[config.mk]
export PLATFORM = sky130hd
export DESIGN_NAME = seqmul_mac
export DESIGN_NICKNAME = d
export VERILOG_FILES = /design/src/rtl/seqmul_mac.sv
export SDC_FILE = /design/constraint.sdc
export NUM_CORES = 1
export LEC_CHECK = 0
export ABC_AREA = 1
export ABC_CLOCK_PERIOD_IN_PS = 2400
export CAP_MARGIN = 20
export CORE_MARGIN = 5
export CORE_UTILIZATION = 58
export CTS_BUF_LIST = sky130_fd_sc_hd__clkbuf_16
export DETAILED_ROUTE_END_ITERATION = 10
export PLACE_DENSITY = 0.83
export SLEW_MARGIN = 20
export SYNTH_ARGS = -nofsm -noshare
export SYNTH_HDL_FRONTEND = slang
export SYNTH_SLANG_ARGS = --single-unit
[constraint.sdc]
create_clock -name clk -period 2.4 [get_ports clk]
set_input_delay 0.36 -clock clk [delete_from_list [all_inputs] [get_ports clk]]
set_output_delay 0.36 -clock clk [all_outputs]
set_load 0.1 [all_outputs]
[src/rtl/seqmul_mac.sv]
// rtl/seqmul_mac.sv - sequential shift-add multiplier with signed mode, accumulate and early termination
module seqmul_mac #(
    parameter int WIDTH      = 4,
    parameter bit EARLY_TERM = 1'b1
) (
    input  logic               clk,
    input  logic               rst_n,
    input  logic               start,
    input  logic [WIDTH-1:0]   A,
    input  logic [WIDTH-1:0]   B,
    input  logic               sgn,
    input  logic               acc,
    output logic [2*WIDTH-1:0] res,
    output logic               done,
    output logic               busy
);

    localparam int RW = 2 * WIDTH;
    localparam int CW = (WIDTH > 1) ? $clog2(WIDTH) : 1;
    localparam logic [CW-1:0] CNT_LAST = CW'(WIDTH - 1);

    typedef enum logic [1:0] {
        S_IDLE,
        S_RUN,
        S_FINISH
    } state_t;

    state_t          state_q, state_d;
    logic [RW-1:0]   mcand_q, mcand_d;
    logic [WIDTH-1:0] mplier_q, mplier_d;
    logic [RW-1:0]   prod_q, prod_d;
    logic [CW-1:0]   cnt_q, cnt_d;
    logic            neg_q, neg_d;
    logic            acc_l_q, acc_l_d;
    logic [RW-1:0]   res_q, res_d;
    logic            done_q, done_d;

    // Operands are multiplied as magnitudes; the sign is reapplied at the end.
    logic [WIDTH-1:0] mag_a, mag_b;
    assign mag_a = (sgn && A[WIDTH-1]) ? (~A + WIDTH'(1)) : A;
    assign mag_b = (sgn && B[WIDTH-1]) ? (~B + WIDTH'(1)) : B;

    // State and datapath registers; reset aborts any operation in flight.
    always_ff @(posedge clk or negedge rst_n) begin
        if (!rst_n) begin
            state_q  <= S_IDLE;
            mcand_q  <= '0;
            mplier_q <= '0;
            prod_q   <= '0;
            cnt_q    <= '0;
            neg_q    <= 1'b0;
            acc_l_q  <= 1'b0;
            res_q    <= '0;
            done_q   <= 1'b0;
        end else begin
            state_q  <= state_d;
            mcand_q  <= mcand_d;
            mplier_q <= mplier_d;
            prod_q   <= prod_d;
            cnt_q    <= cnt_d;
            neg_q    <= neg_d;
            acc_l_q  <= acc_l_d;
            res_q    <= res_d;
            done_q   <= done_d;
        end
    end

    logic [WIDTH-1:0] mplier_shift;
    logic [RW-1:0]    prod_signed;

    // Next-state logic: latch operands in IDLE, one multiplier bit per RUN cycle, write result in FINISH.
    always_comb begin
        state_d      = state_q;
        mcand_d      = mcand_q;
        mplier_d     = mplier_q;
        prod_d       = prod_q;
        cnt_d        = cnt_q;
        neg_d        = neg_q;
        acc_l_d      = acc_l_q;
        res_d        = res_q;
        done_d       = 1'b0;
        mplier_shift = mplier_q >> 1;
        prod_signed  = neg_q ? (~prod_q + RW'(1)) : prod_q;

        case (state_q)
            S_IDLE: begin
                if (start) begin
                    mcand_d  = RW'(mag_a);
                    mplier_d = mag_b;
                    prod_d   = '0;
                    cnt_d    = '0;
                    neg_d    = sgn & (A[WIDTH-1] ^ B[WIDTH-1]);
                    acc_l_d  = acc;
                    state_d  = S_RUN;
                end
            end
            S_RUN: begin
                if (mplier_q[0]) begin
                    prod_d = prod_q + mcand_q;
                end
                mcand_d  = mcand_q << 1;
                mplier_d = mplier_shift;
                cnt_d    = cnt_q + CW'(1);
                // Early exit once no set multiplier bits remain; the first RUN cycle always runs.
                if ((cnt_q == CNT_LAST) || (EARLY_TERM && (mplier_shift == '0))) begin
                    state_d = S_FINISH;
                end
            end
            S_FINISH: begin
                res_d   = prod_signed + (acc_l_q ? res_q : '0);
                done_d  = 1'b1;
                state_d = S_IDLE;
            end
            default: begin
                state_d = S_IDLE;
            end
        endcase
    end

    assign res  = res_q;
    assign done = done_q;
    assign busy = (state_q != S_IDLE);

endmodule

==> impl_metrics.py <==
metrics = {
    "clock_network": {
        "clockRootBuffer": "clkbuf_16",
        "clk_pin_slew_ns": 0.05,
        "cts.sink_count": 35,
        "hold_buffer_count_at_cts": 0,
        "cts.path.max_buffers": 2,
        "h-tree-depth": 2,
        "clk_latency_ns": 0.28,
        "cts_inserted_buffers": 5,
        "cts_tree": "built",
    },
    "min_path": {
        "min-delay-path-class": "in2async",
    },
    "placement": {
        "dpl.cell_count": 382,
        "placement.io_buffers": 22,
        "detailedPlacementHpwl_um": 3890,
        "place.gp.congestion": 0.945,
        "dpl-instance-area_um2": 2700,
    },
    "timing": {
        "final.setup.tns_ns": 0,
        "period_minus_ws_final_ns": 2.13,
        "worst_pin_slew_ns": 0.448,
        "timing_max_transition_violations_final": 0,
        "setup_viol": 0,
        "clock-skew-final_ns": 0.00352,
        "achievable-frequency_mhz": 469,
        "hold_violations": 0,
        "layout_worst_path_cycle_share_pct": 88.9,
        "rsz0062_at_grt": "false",
        "fin_worst_hold_slack_ns": 0.492,
        "timing.max_slew.rel_slack_pct": 70.2,
    },
    "yosys": {
        "synth_cells": 310,
        "ys_seq_elements": 35,
        "yosysUniqueCellTypes": 35,
        "cell_area_after_synthesis_um2": 2440,
        "ys_seq_area_share_pct": 35.8,
        "synthArstFlopShare_pct": 100,
        "number_of_enable_type_register_cells_in_the_synthesized_netlist": 0,
        "synth.avg_cell_area_um2": 7.88,
        "postSynth.topFlopCell": "dfrtp_1",
        "yosysWarnings": 0,
        "syn-num-nets": 343,
    },
    "global_route": {
        "groute.usage.overall_pct": 21.0,
        "first_global_vias": 2068,
        "met3_usage_grt_pct": 5.61,
        "globalRouteMet2Util_pct": 35.6,
        "met1_usage_pct": 25.4,
        "grt.overflow.total": 0,
        "grt.busiest_layer": "met2",
        "grt_antenna_before_repair": 0,
        "grt_first_pass_wirelength_um": 9010,
        "grt_max_degree": 36,
    },
    "finish": {
        "fraction_of_layout_cells_with_a_size_suffix_above_1_pct": 11.5,
        "area.growth.synth_to_final_pct": 17.5,
        "layout.cells.most_common": "nand2_1",
        "postLayoutCellArea_um2": 2870,
        "multi_input_comb_area_um2": 1360,
        "filler_cell_count": 319,
        "layoutNonFillerInstCount": 390,
        "layout.area.seq_um2": 876,
        "nets": 372,
        "antenna_diode_count": 0,
        "layout_common_cells": "nand2_1, inv_1, dfrtp_1, nand3_1, ha_1",
    },
    "floorplanning": {
        "dieArea_um2": 5610,
        "core_area_um2": 4030,
        "die_height_um": 74.9,
        "floorplan.die.width_um": 74.9,
        "top_level_pins": 23,
        "num_rows": 23,
        "starting_utilization_of_the_core_area_pct": 60.7,
    },
    "critical_path": {
        "timing.rr.end": "res[7]",
        "setup.worst_path.end_class": "flop",
        "crit_required_ns": 2.57,
        "cp_max_fo": 4,
        "rr_worst_depth": 14,
        "rr_startpoint": "prod_q[0]",
        "crit_start": "prod_q[0]",
        "cp_data_arrival_time_ns": 2.31,
        "timing.critical_path.to": "res[7]",
        "startpoint_type": "flop",
        "setup.worst_path.class": "reg2reg",
        "ff2ff_setup_slack_ns": 0.27,
    },
    "route": {
        "detailedRoute.firstIterationViolations": 151,
        "dr_drc_count": 0,
        "routed_via_density": 5.44,
        "via_count": 2122,
        "post_drt_wl_per_cell_um": 12.8,
        "drt_first_pass_iters": 4,
        "route.final.wire_length_um": 5000,
        "ant_nets": 0,
    },
    "pwr": {
        "seqPwrFrac_pct": 25.1,
        "power-per-cell-area_nw_per_um2": 1510,
        "netSwitchingFraction_pct": 51.5,
        "vdd_drop_max_mv": 0.648,
        "switch_pwr_w": 0.00223,
        "power.share.clock_pct": 16.7,
        "power_leakage_nw": 1.55,
        "cell_internal_pwr_w": 0.00210,
        "finalPower_w": 0.00434,
        "p_comb_share_pct": 58.2,
    },
    "job": {
        "max_cap_viol_count": 0,
    },
    "outcome": {
        "status": "finished clean",
    },
}
per-layer routing:
| layer | share of wire, % | wire, µm |
|---|---|---|
| met3 | 5.1 | 256 |
| met4 | 1.9 | 95 |
| met1 | 44 | 2200 |
| met5 | 0 | 0 |
| met2 | 49 | 2450 |
what timing repair did:
action	CTS	global route
gates resized for setup	0	1
buffers inserted	0	0
endpoints found under the setup margin	0	1
sequential cells by signal, indices dropped and copies added, names as in the netlist:
name      flops
cnt_q         2
prod_q        8
mcand_q       8
res           8
mplier_q      4
done          1
acc_l_q       1
state_q       2
neg_q         1
kinds of logic after synthesis:
logic type | Yosys count | synth area share (%)
AO/OA/AOI/OAI | 50 | 13.9
AND/OR/NAND/NOR | 146 | 28.0
buffers and inverters | 51 | 8.50
XOR/XNOR | 8 | 2.87
flip-flops | 35 | 35.8
adder cells (fa/ha/maj) | 20 | 10.9
how the worst min path moves through the flow:
| stage | startpoint | to | slack, ns | cells past startpoint |
|---|---|---|---|---|
| 3_5_place_dp | cnt_q[0] | cnt_q[0] | 0.49 | 1 |
| 3_3_place_gp | cnt_q[0] | cnt_q[0] | 0.47 | 1 |
| 5_1_grt | cnt_q[0] | cnt_q[0] | 0.52 | 1 |
| 2_1_floorplan | rst_n | acc_l_q | 0.06 | 0 |
| 4_1_cts | cnt_q[0] | cnt_q[0] | 0.50 | 1 |
| 6_report | rst_n | res[4] | 0.49 | 2 |
cells in the mapped netlist, drive strengths merged, types with 3 or more instances:
| master | n | area [µm²] |
|---|---|---|
| dfrtp | 35 | 876 |
| inv | 50 | 203 |
| nand4 | 6 | 37.5 |
| nor2 | 17 | 136 |
| o211ai | 3 | 36.3 |
| ha | 18 | 225 |
| a21oi | 12 | 60.1 |
| nand2 | 97 | 364 |
| nand3 | 22 | 123 |
| xnor2 | 3 | 26.3 |
| o21ai | 20 | 104 |
| o22ai | 4 | 50.1 |
| xor2 | 5 | 43.8 |
| a31oi | 3 | 18.8 |
area by class of cell:
class	instances	area share, %
Multi-Input combinational cell	224	47.5
Sequential cell	35	30.5
Timing Repair Buffer	23	7.06
Inverter	50	7.06
Clock buffer	5	4.36
Tap cell	50	2.18
Clock inverter	3	1.35
per-stage QoR:
step,setup slack (ns),util [%]
floorplan,0.356,-
global placement,0.348,67.1
detailed placement,0.265,67.1
CTS,0.246,71.2
global route,0.0110,71.2
finish,0.266,71.2
worst max-delay path: stages, from the launching register on:
cell     delay (ns)
dfrtp_1        0.40
inv_1          0.11
ha_1           0.21
nand3_1        0.09
o21ai_0        0.20
xnor2_1        0.10
ha_1           0.34
nand2_1        0.10
inv_1          0.04
a21oi_1        0.13
nand2_1        0.09
inv_1          0.06
nand2_1        0.05
nand3_1        0.06
nand2_1        0.05
power by group through the flow:
| stage | Sequential [W] | Clock, W | Combinational [W] |
|---|---|---|---|
| after floorplan | 0.00151 | 0 | 0.00158 |
| after global placement | 0.00109 | 0 | 0.00247 |
| after detailed placement | 0.00109 | 0 | 0.00253 |
| after CTS | 0.00109 | 0.000730 | 0.00254 |
| after global routing | 0.00112 | 0.000757 | 0.00280 |
| final | 0.00109 | 0.000724 | 0.00252 |
Note: power is estimated with default switching activity, not from simulation.
